`src/rtl/jtag_dap_seq.sv`:
```
// DAP transfer sequencer: splits one DP/AP request into IR/TFR/RDBUFF engine steps; IR cache under JTAG_SEQ_IRCACHE_EN.
// Latency: 1 cycle accept->jif_go and idle-return->next jif_go; req_go ignored while busy or while the engine is not idle.
module jtag_dap_seq #(
  parameter int unsigned MAX_RETRY = 8,
  parameter logic [3:0]  IR_DPACC  = 4'hA,
  parameter logic [3:0]  IR_APACC  = 4'hB,
  parameter logic [3:0]  IR_IDCODE = 4'hE
) (
  input  logic        clk,
  input  logic        rst,
  input  logic        req_go,
  input  logic [1:0]  req_kind,
  input  logic        req_rnw,
  input  logic        req_apndp,
  input  logic [1:0]  req_addr32,
  input  logic [31:0] req_wdata,
  output logic        busy,
  output logic        resp_done,
  output logic [2:0]  resp_ack,
  output logic [31:0] resp_data,
  output logic [1:0]  jif_cmd,
  output logic [3:0]  jif_ir,
  output logic        jif_rnw,
  output logic        jif_apndp,
  output logic [1:0]  jif_addr32,
  output logic [31:0] jif_dwrite,
  output logic        jif_go,
  input  logic        jif_idle,
  input  logic [2:0]  jif_ack,
  input  logic [31:0] jif_dread
);

  typedef enum logic [3:0] {
    S_IDLE, S_IR_ISSUE, S_IR_WAIT, S_TFR_ISSUE, S_TFR_WAIT,
    S_RB_IR_ISSUE, S_RB_IR_WAIT, S_RB_ISSUE, S_RB_WAIT, S_DONE
  } state_t;

  localparam logic [1:0] CMD_IR      = 2'd0;
  localparam logic [1:0] CMD_TFR     = 2'd1;
  localparam logic [1:0] CMD_READID  = 2'd2;
  localparam logic [1:0] CMD_RESET   = 2'd3;
  localparam logic [1:0] KIND_READID = 2'd1;
  localparam logic [1:0] KIND_RESET  = 2'd2;
  localparam logic [2:0] ACK_OK      = 3'b010;
  localparam logic [2:0] ACK_WAIT    = 3'b001;
  localparam logic [7:0] RETRY_MAX   = 8'(MAX_RETRY);

  state_t      state, state_nxt;
  logic [1:0]  cur_kind;
  logic        cur_rnw;
  logic [7:0]  retries, retries_nxt;
  logic [1:0]  cmd_nxt;
  logic [3:0]  ir_nxt;
  logic        rnw_nxt, apndp_nxt;
  logic [1:0]  addr_nxt;
  logic [31:0] dwrite_nxt;
  logic [2:0]  ack_nxt;
  logic [31:0] data_nxt;
  logic        latch;
  logic        cache_set, cache_inv;
  logic [3:0]  cache_val;
  logic [3:0]  req_ir;
  logic        hit_req, hit_dp;

  assign req_ir = req_apndp ? IR_APACC : IR_DPACC;

`ifdef JTAG_SEQ_IRCACHE_EN
  logic [3:0] ir_cache;
  logic       ir_cache_vld;

  always_ff @(posedge clk) begin
    if (rst) begin
      ir_cache     <= 4'h0;
      ir_cache_vld <= 1'b0;
    end else if (cache_set) begin
      ir_cache     <= cache_val;
      ir_cache_vld <= 1'b1;
    end else if (cache_inv) begin
      ir_cache_vld <= 1'b0;
    end
  end

  assign hit_req = ir_cache_vld && (ir_cache == req_ir);
  assign hit_dp  = ir_cache_vld && (ir_cache == IR_DPACC);
`else
  // No cache: every TFR and RDBUFF fetch is preceded by an IR scan.
  logic unused_cache;
  assign unused_cache = ^{cache_set, cache_inv, cache_val};
  assign hit_req = 1'b0;
  assign hit_dp  = 1'b0;
`endif

  assign busy      = (state != S_IDLE);
  assign resp_done = (state == S_DONE);
  assign jif_go    = (state == S_IR_ISSUE) || (state == S_TFR_ISSUE) ||
                     (state == S_RB_IR_ISSUE) || (state == S_RB_ISSUE);

  always_ff @(posedge clk) begin
    if (rst) state <= S_IDLE;
    else     state <= state_nxt;
  end

  always_comb begin
    state_nxt   = state;
    cmd_nxt     = jif_cmd;
    ir_nxt      = jif_ir;
    rnw_nxt     = jif_rnw;
    apndp_nxt   = jif_apndp;
    addr_nxt    = jif_addr32;
    dwrite_nxt  = jif_dwrite;
    ack_nxt     = resp_ack;
    data_nxt    = resp_data;
    retries_nxt = retries;
    latch       = 1'b0;
    cache_set   = 1'b0;
    cache_inv   = 1'b0;
    cache_val   = IR_DPACC;
    case (state)
      S_IDLE: begin
        // A reset may leave the engine mid-scan; wait for it before accepting.
        if (req_go && jif_idle) begin
          latch       = 1'b1;
          retries_nxt = 8'd0;
          rnw_nxt     = req_rnw;
          apndp_nxt   = req_apndp;
          addr_nxt    = req_addr32;
          dwrite_nxt  = req_wdata;
          state_nxt   = S_TFR_ISSUE;
          if (req_kind == KIND_READID) begin
            cmd_nxt = CMD_READID;
          end else if (req_kind == KIND_RESET) begin
            cmd_nxt = CMD_RESET;
          end else if (hit_req) begin
            cmd_nxt = CMD_TFR;
          end else begin
            cmd_nxt   = CMD_IR;
            ir_nxt    = req_ir;
            state_nxt = S_IR_ISSUE;
          end
        end
      end
      S_IR_ISSUE:    if (!jif_idle) state_nxt = S_IR_WAIT;
      S_TFR_ISSUE:   if (!jif_idle) state_nxt = S_TFR_WAIT;
      S_RB_IR_ISSUE: if (!jif_idle) state_nxt = S_RB_IR_WAIT;
      S_RB_ISSUE:    if (!jif_idle) state_nxt = S_RB_WAIT;
      S_IR_WAIT, S_RB_IR_WAIT: begin
        if (jif_idle) begin
          cache_set   = 1'b1;
          cache_val   = jif_ir;
          cmd_nxt     = CMD_TFR;
          retries_nxt = 8'd0;
          state_nxt   = (state == S_IR_WAIT) ? S_TFR_ISSUE : S_RB_ISSUE;
        end
      end
      S_TFR_WAIT: begin
        if (jif_idle) begin
          if (cur_kind == KIND_READID) begin
            data_nxt  = jif_dread;
            ack_nxt   = ACK_OK;
            state_nxt = S_DONE;
          end else if (cur_kind == KIND_RESET) begin
            cache_set = 1'b1;
            cache_val = IR_IDCODE;
            ack_nxt   = ACK_OK;
            state_nxt = S_DONE;
          end else if (jif_ack == ACK_OK) begin
            if (!cur_rnw) begin
              ack_nxt   = ACK_OK;
              state_nxt = S_DONE;
            end else begin
              // Posted read: result comes from a DP RDBUFF scan.
              retries_nxt = 8'd0;
              rnw_nxt     = 1'b1;
              apndp_nxt   = 1'b0;
              addr_nxt    = 2'b11;
              if (hit_dp) begin
                cmd_nxt   = CMD_TFR;
                state_nxt = S_RB_ISSUE;
              end else begin
                cmd_nxt   = CMD_IR;
                ir_nxt    = IR_DPACC;
                state_nxt = S_RB_IR_ISSUE;
              end
            end
          end else begin
            cache_inv = 1'b1;
            if ((jif_ack == ACK_WAIT) && (retries < RETRY_MAX)) begin
              retries_nxt = retries + 8'd1;
              state_nxt   = S_TFR_ISSUE;
            end else begin
              ack_nxt   = jif_ack;
              state_nxt = S_DONE;
            end
          end
        end
      end
      S_RB_WAIT: begin
        if (jif_idle) begin
          if (jif_ack == ACK_OK) begin
            data_nxt  = jif_dread;
            ack_nxt   = ACK_OK;
            state_nxt = S_DONE;
          end else begin
            cache_inv = 1'b1;
            if ((jif_ack == ACK_WAIT) && (retries < RETRY_MAX)) begin
              retries_nxt = retries + 8'd1;
              state_nxt   = S_RB_ISSUE;
            end else begin
              ack_nxt   = jif_ack;
              state_nxt = S_DONE;
            end
          end
        end
      end
      S_DONE:  state_nxt = S_IDLE;
      default: state_nxt = S_IDLE;
    endcase
  end

  always_ff @(posedge clk) begin
    if (rst) begin
      jif_cmd    <= CMD_RESET;
      jif_ir     <= 4'hF;
      jif_rnw    <= 1'b0;
      jif_apndp  <= 1'b0;
      jif_addr32 <= 2'b00;
      jif_dwrite <= 32'h0;
      resp_ack   <= 3'b000;
      resp_data  <= 32'h0;
      retries    <= 8'd0;
      cur_kind   <= 2'd0;
      cur_rnw    <= 1'b0;
    end else begin
      jif_cmd    <= cmd_nxt;
      jif_ir     <= ir_nxt;
      jif_rnw    <= rnw_nxt;
      jif_apndp  <= apndp_nxt;
      jif_addr32 <= addr_nxt;
      jif_dwrite <= dwrite_nxt;
      resp_ack   <= ack_nxt;
      resp_data  <= data_nxt;
      retries    <= retries_nxt;
      if (latch) begin
        cur_kind <= req_kind;
        cur_rnw  <= req_rnw;
      end
    end
  end

endmodule
```
`config.mk`:
```
export PLATFORM = sky130hd
export DESIGN_NAME = jtag_dap_seq
export DESIGN_NICKNAME = d
export VERILOG_FILES = /design/src/rtl/jtag_dap_seq.sv
export SDC_FILE = /design/constraint.sdc
export NUM_CORES = 1
export LEC_CHECK = 0
export ABC_AREA = 0
export CAP_MARGIN = 20
export CORE_UTILIZATION = 40
export CTS_CLUSTER_SIZE = 25
export DETAILED_ROUTE_END_ITERATION = 7
export GPL_TIMING_DRIVEN = 0
export PLACE_DENSITY = 0.77
export SKIP_CTS_REPAIR_TIMING = 1
export SLEW_MARGIN = 20
export SYNTH_ARGS = -nofsm -noshare
export SYNTH_HDL_FRONTEND = slang
export SYNTH_SLANG_ARGS = --single-unit
```
`constraint.sdc`:
```
create_clock -name clk -period 3.4 [get_ports clk]
set_input_delay 0.51 -clock clk [delete_from_list [all_inputs] [get_ports clk]]
set_output_delay 0.51 -clock clk [all_outputs]
set_load 0.03 [all_outputs]
```
==> reports/results.txt <==
Tmin final: 2.85 ns
Initial antenna violation count: 0
Max-slew violation total from the final report: 0
Clk buf depth: 2
Switching power: 0.589 mW
Root Buffer: clkbuf_8
TritonCTS buffer count: 9
Crit Path Category: reg2out
Post-DP HPWL: 7400 microns
Largest net degree at the start of global routing: 16
Max_cap viols: 0
Via count: 3481
Met3 Wirelength: 903 microns
Clock power frac: 35.1%
WL final: 9720 microns
Number of flops mapped to enable cells by yosys: 0
Clk slew on worst S/H paths: 0.09 ns
Starting DRC count in detailed routing: 104
Layout Area Growth over Synthesis: 51.8%
Syn Area/Cell: 8.62 sq um
H-tree Lvls: 3
Vias in the first global route: 3422
Met1 WL: 4220 microns
Core area: 8760 sq um
Leakage: 1.95 nW
Max Fclk: 351 MHz
Status: finished clean
Crit. Startpoint: state[1]
Placer Congestion: 0.902
Number of routed nets with antenna violations: 0
Seq pwr share: 48.8%
Critical path arrival: 2.34 ns
Hold Crit Start: jif_dwrite[18]
Critical path peak fanout: 10
# clock sinks: 90
Met2 wire length: 4350 microns
Mapped Cells: 421
CTS tree: done
PortBufs: 152
Gr ovfl total: 0
Global-route wire length before repair: 15900 microns
Vias/cell: 4.99
Crit share post-route: 83.8%
RSZ-0062 raised after global routing: no
Site row count: 34
Internal Pwr Total: 1.67 mW
Slew at the pin with the worst max-slew slack: 0.729 ns
Initial core utilization: 41.4%
Die X: 97.2 microns
Cell Pwr Density: 411 nW/um^2
Top_reg_cell synth: dfxtp_1
Final Util: 62.8%
Final setup viols: 0
Layout cells sized above 1: 5.08%
Final Hold Fails: 0
Critical path launch point type: flop
WP data required: 2.89 ns
Die area: 9460 sq um
Mapped cell area: 3630 sq um
Cells along the critical path: clkbuf_1 -> nor4_1 -> inv_1 -> clkdlybuf4s50_1
Reg-to-Reg Start: state[0]
Clock skew: 0.00998 ns
I/O pin count: 157
Synth warn: 0
Worst VDD drop: 221 uV
NumNets Final: 665
Clock Latency Late Sink: 0.36 ns
Total GRT Usage: 20.9%
Switch share: 26.0%
Combinational Power Share: 16.1%
Sequential area share after synthesis: 49.7%
Most common cell after layout, fill and taps aside: clkdlybuf4s50_1
Antenna diodes: 0
Most frequent cells in the layout: 152 x clkdlybuf4s50_1, 90 x dfxtp_1, 78 x nand2_1
DR WL/cell: 13.9 microns
Remaining DRCs: 0
Slew HR: 51.3%
Crit end category: output pin
#FFs+latches synth: 90
Crit-path slowest cell: nor4_1
Setup TNS: 0 ns
Uppermost routed layer: met4
Asr flop ratio synth: 0%
Distinct cell type count after synthesis: 47
Fin Hold WS: 0.459 ns
CP max stage delay: 0.65 ns
Die Ht: 97.2 microns
Worst Hold Class: reg2reg
Drt pass-1 iters: 5
-- per-layer routing --
metal  vias to the layer above  track usage [%]
met5                         -                0
met4                         0             9.50
met3                        22             8.06
met2                       140             34.5
met1                      1565             23.8
li1                       1754                -
-- power groups by stage --
stage | sequential [mW] | clock, mW | combinational (mW)
floorplan | 1.18 | 0 | 0.123
global placement | 1.13 | 0 | 0.361
detailed placement | 1.13 | 0 | 0.364
CTS | 1.10 | 0.814 | 0.366
global route | 1.11 | 0.857 | 0.392
finish | 1.10 | 0.795 | 0.365
-- stage by stage --
| stage | cell area, sq um | power, mW | instances | setup slack [ns] |
|---|---|---|---|---|
| floorplan | 3630 | 1.31 | 422 | 1.28 |
| global placement | 5290 | 1.49 | 682 | 0.511 |
| detailed placement | 5290 | 1.49 | 682 | 0.504 |
| CTS | 5510 | 2.28 | 698 | 0.536 |
| global route | 5510 | 2.36 | 698 | 0.352 |
| finish | 5510 | 2.26 | 698 | 0.552 |
-- worst max-delay path: cells and delay by family (launching register included) --
kind,cells,cell delay [ns]
buffers and inverters,3,0.96
DFF,1,0.38
and+or+nand+nor,1,0.65
-- state kept, by name, indices dropped and copies added, names as in the netlist --
name	cells
jif_dwrite	32
resp_data	32
retries	8
state	4
resp_ack	3
cur_kind	2
jif_addr32	2
jif_cmd	2
jif_ir	2
cur_rnw	1
jif_apndp	1
jif_rnw	1
-- worst paths after layout --
check | depth (start not counted) | slack, ns | endpoint
worst max-delay path | 4 | 0.55 | busy
worst min-delay path | 2 | 0.46 | jif_dwrite[18]
worst max register to register | 8 | 1.01 | resp_data[24]
worst min register to register | 2 | 0.46 | jif_dwrite[18]
-- synth_stat cells (all sizes together), types with 2 or more instances --
library cell	instances	area (sq um)
a211oi	2	15.0
a21oi	50	250
a31oi	2	12.5
and2	7	43.8
and3	3	18.8
buf	11	77.6
clkbuf	18	67.6
dfxtp	90	1800
ha	3	37.5
inv	11	41.3
mux2i	33	330
nand2	78	293
nand2b	4	25.0
nand3	5	25.0
nor2	50	188
nor3	5	25.0
nor4	3	18.8
nor4b	3	38.8
o21a	2	15.0
o21ai	12	60.1
o31ai	2	15.0
o32ai	2	17.5
or3b	2	17.5
or4	3	22.5
or4b	2	20.0
xor2	2	17.5
-- final cells by class --
cell class,count,area (sq um)
Fill cell,734,3260
Sequential cell,90,1800
Multi-Input combinational cell,292,1640
Timing Repair Buffer,152,1520
Buffer,29,145
Tap cell,108,135
Clock buffer,10,128
Clock inverter,6,91.3
Inverter,11,41.3
-- kinds of logic (layout without fill, tap and decap cells) --
logic type,Yosys count,count (layout),synth area share (%)
XOR/XNOR,3,3,0.724
AND/OR/NAND/NOR,168,168,21.0
flip-flops,90,90,49.7
buffers and inverters,40,208,5.14
AO/OA/AOI/OAI,82,82,13.0
multiplexers,34,34,9.41
other,1,2,0.103
adder cells (fa/ha/maj),3,3,1.03
Power figures use the tool's default switching activity.
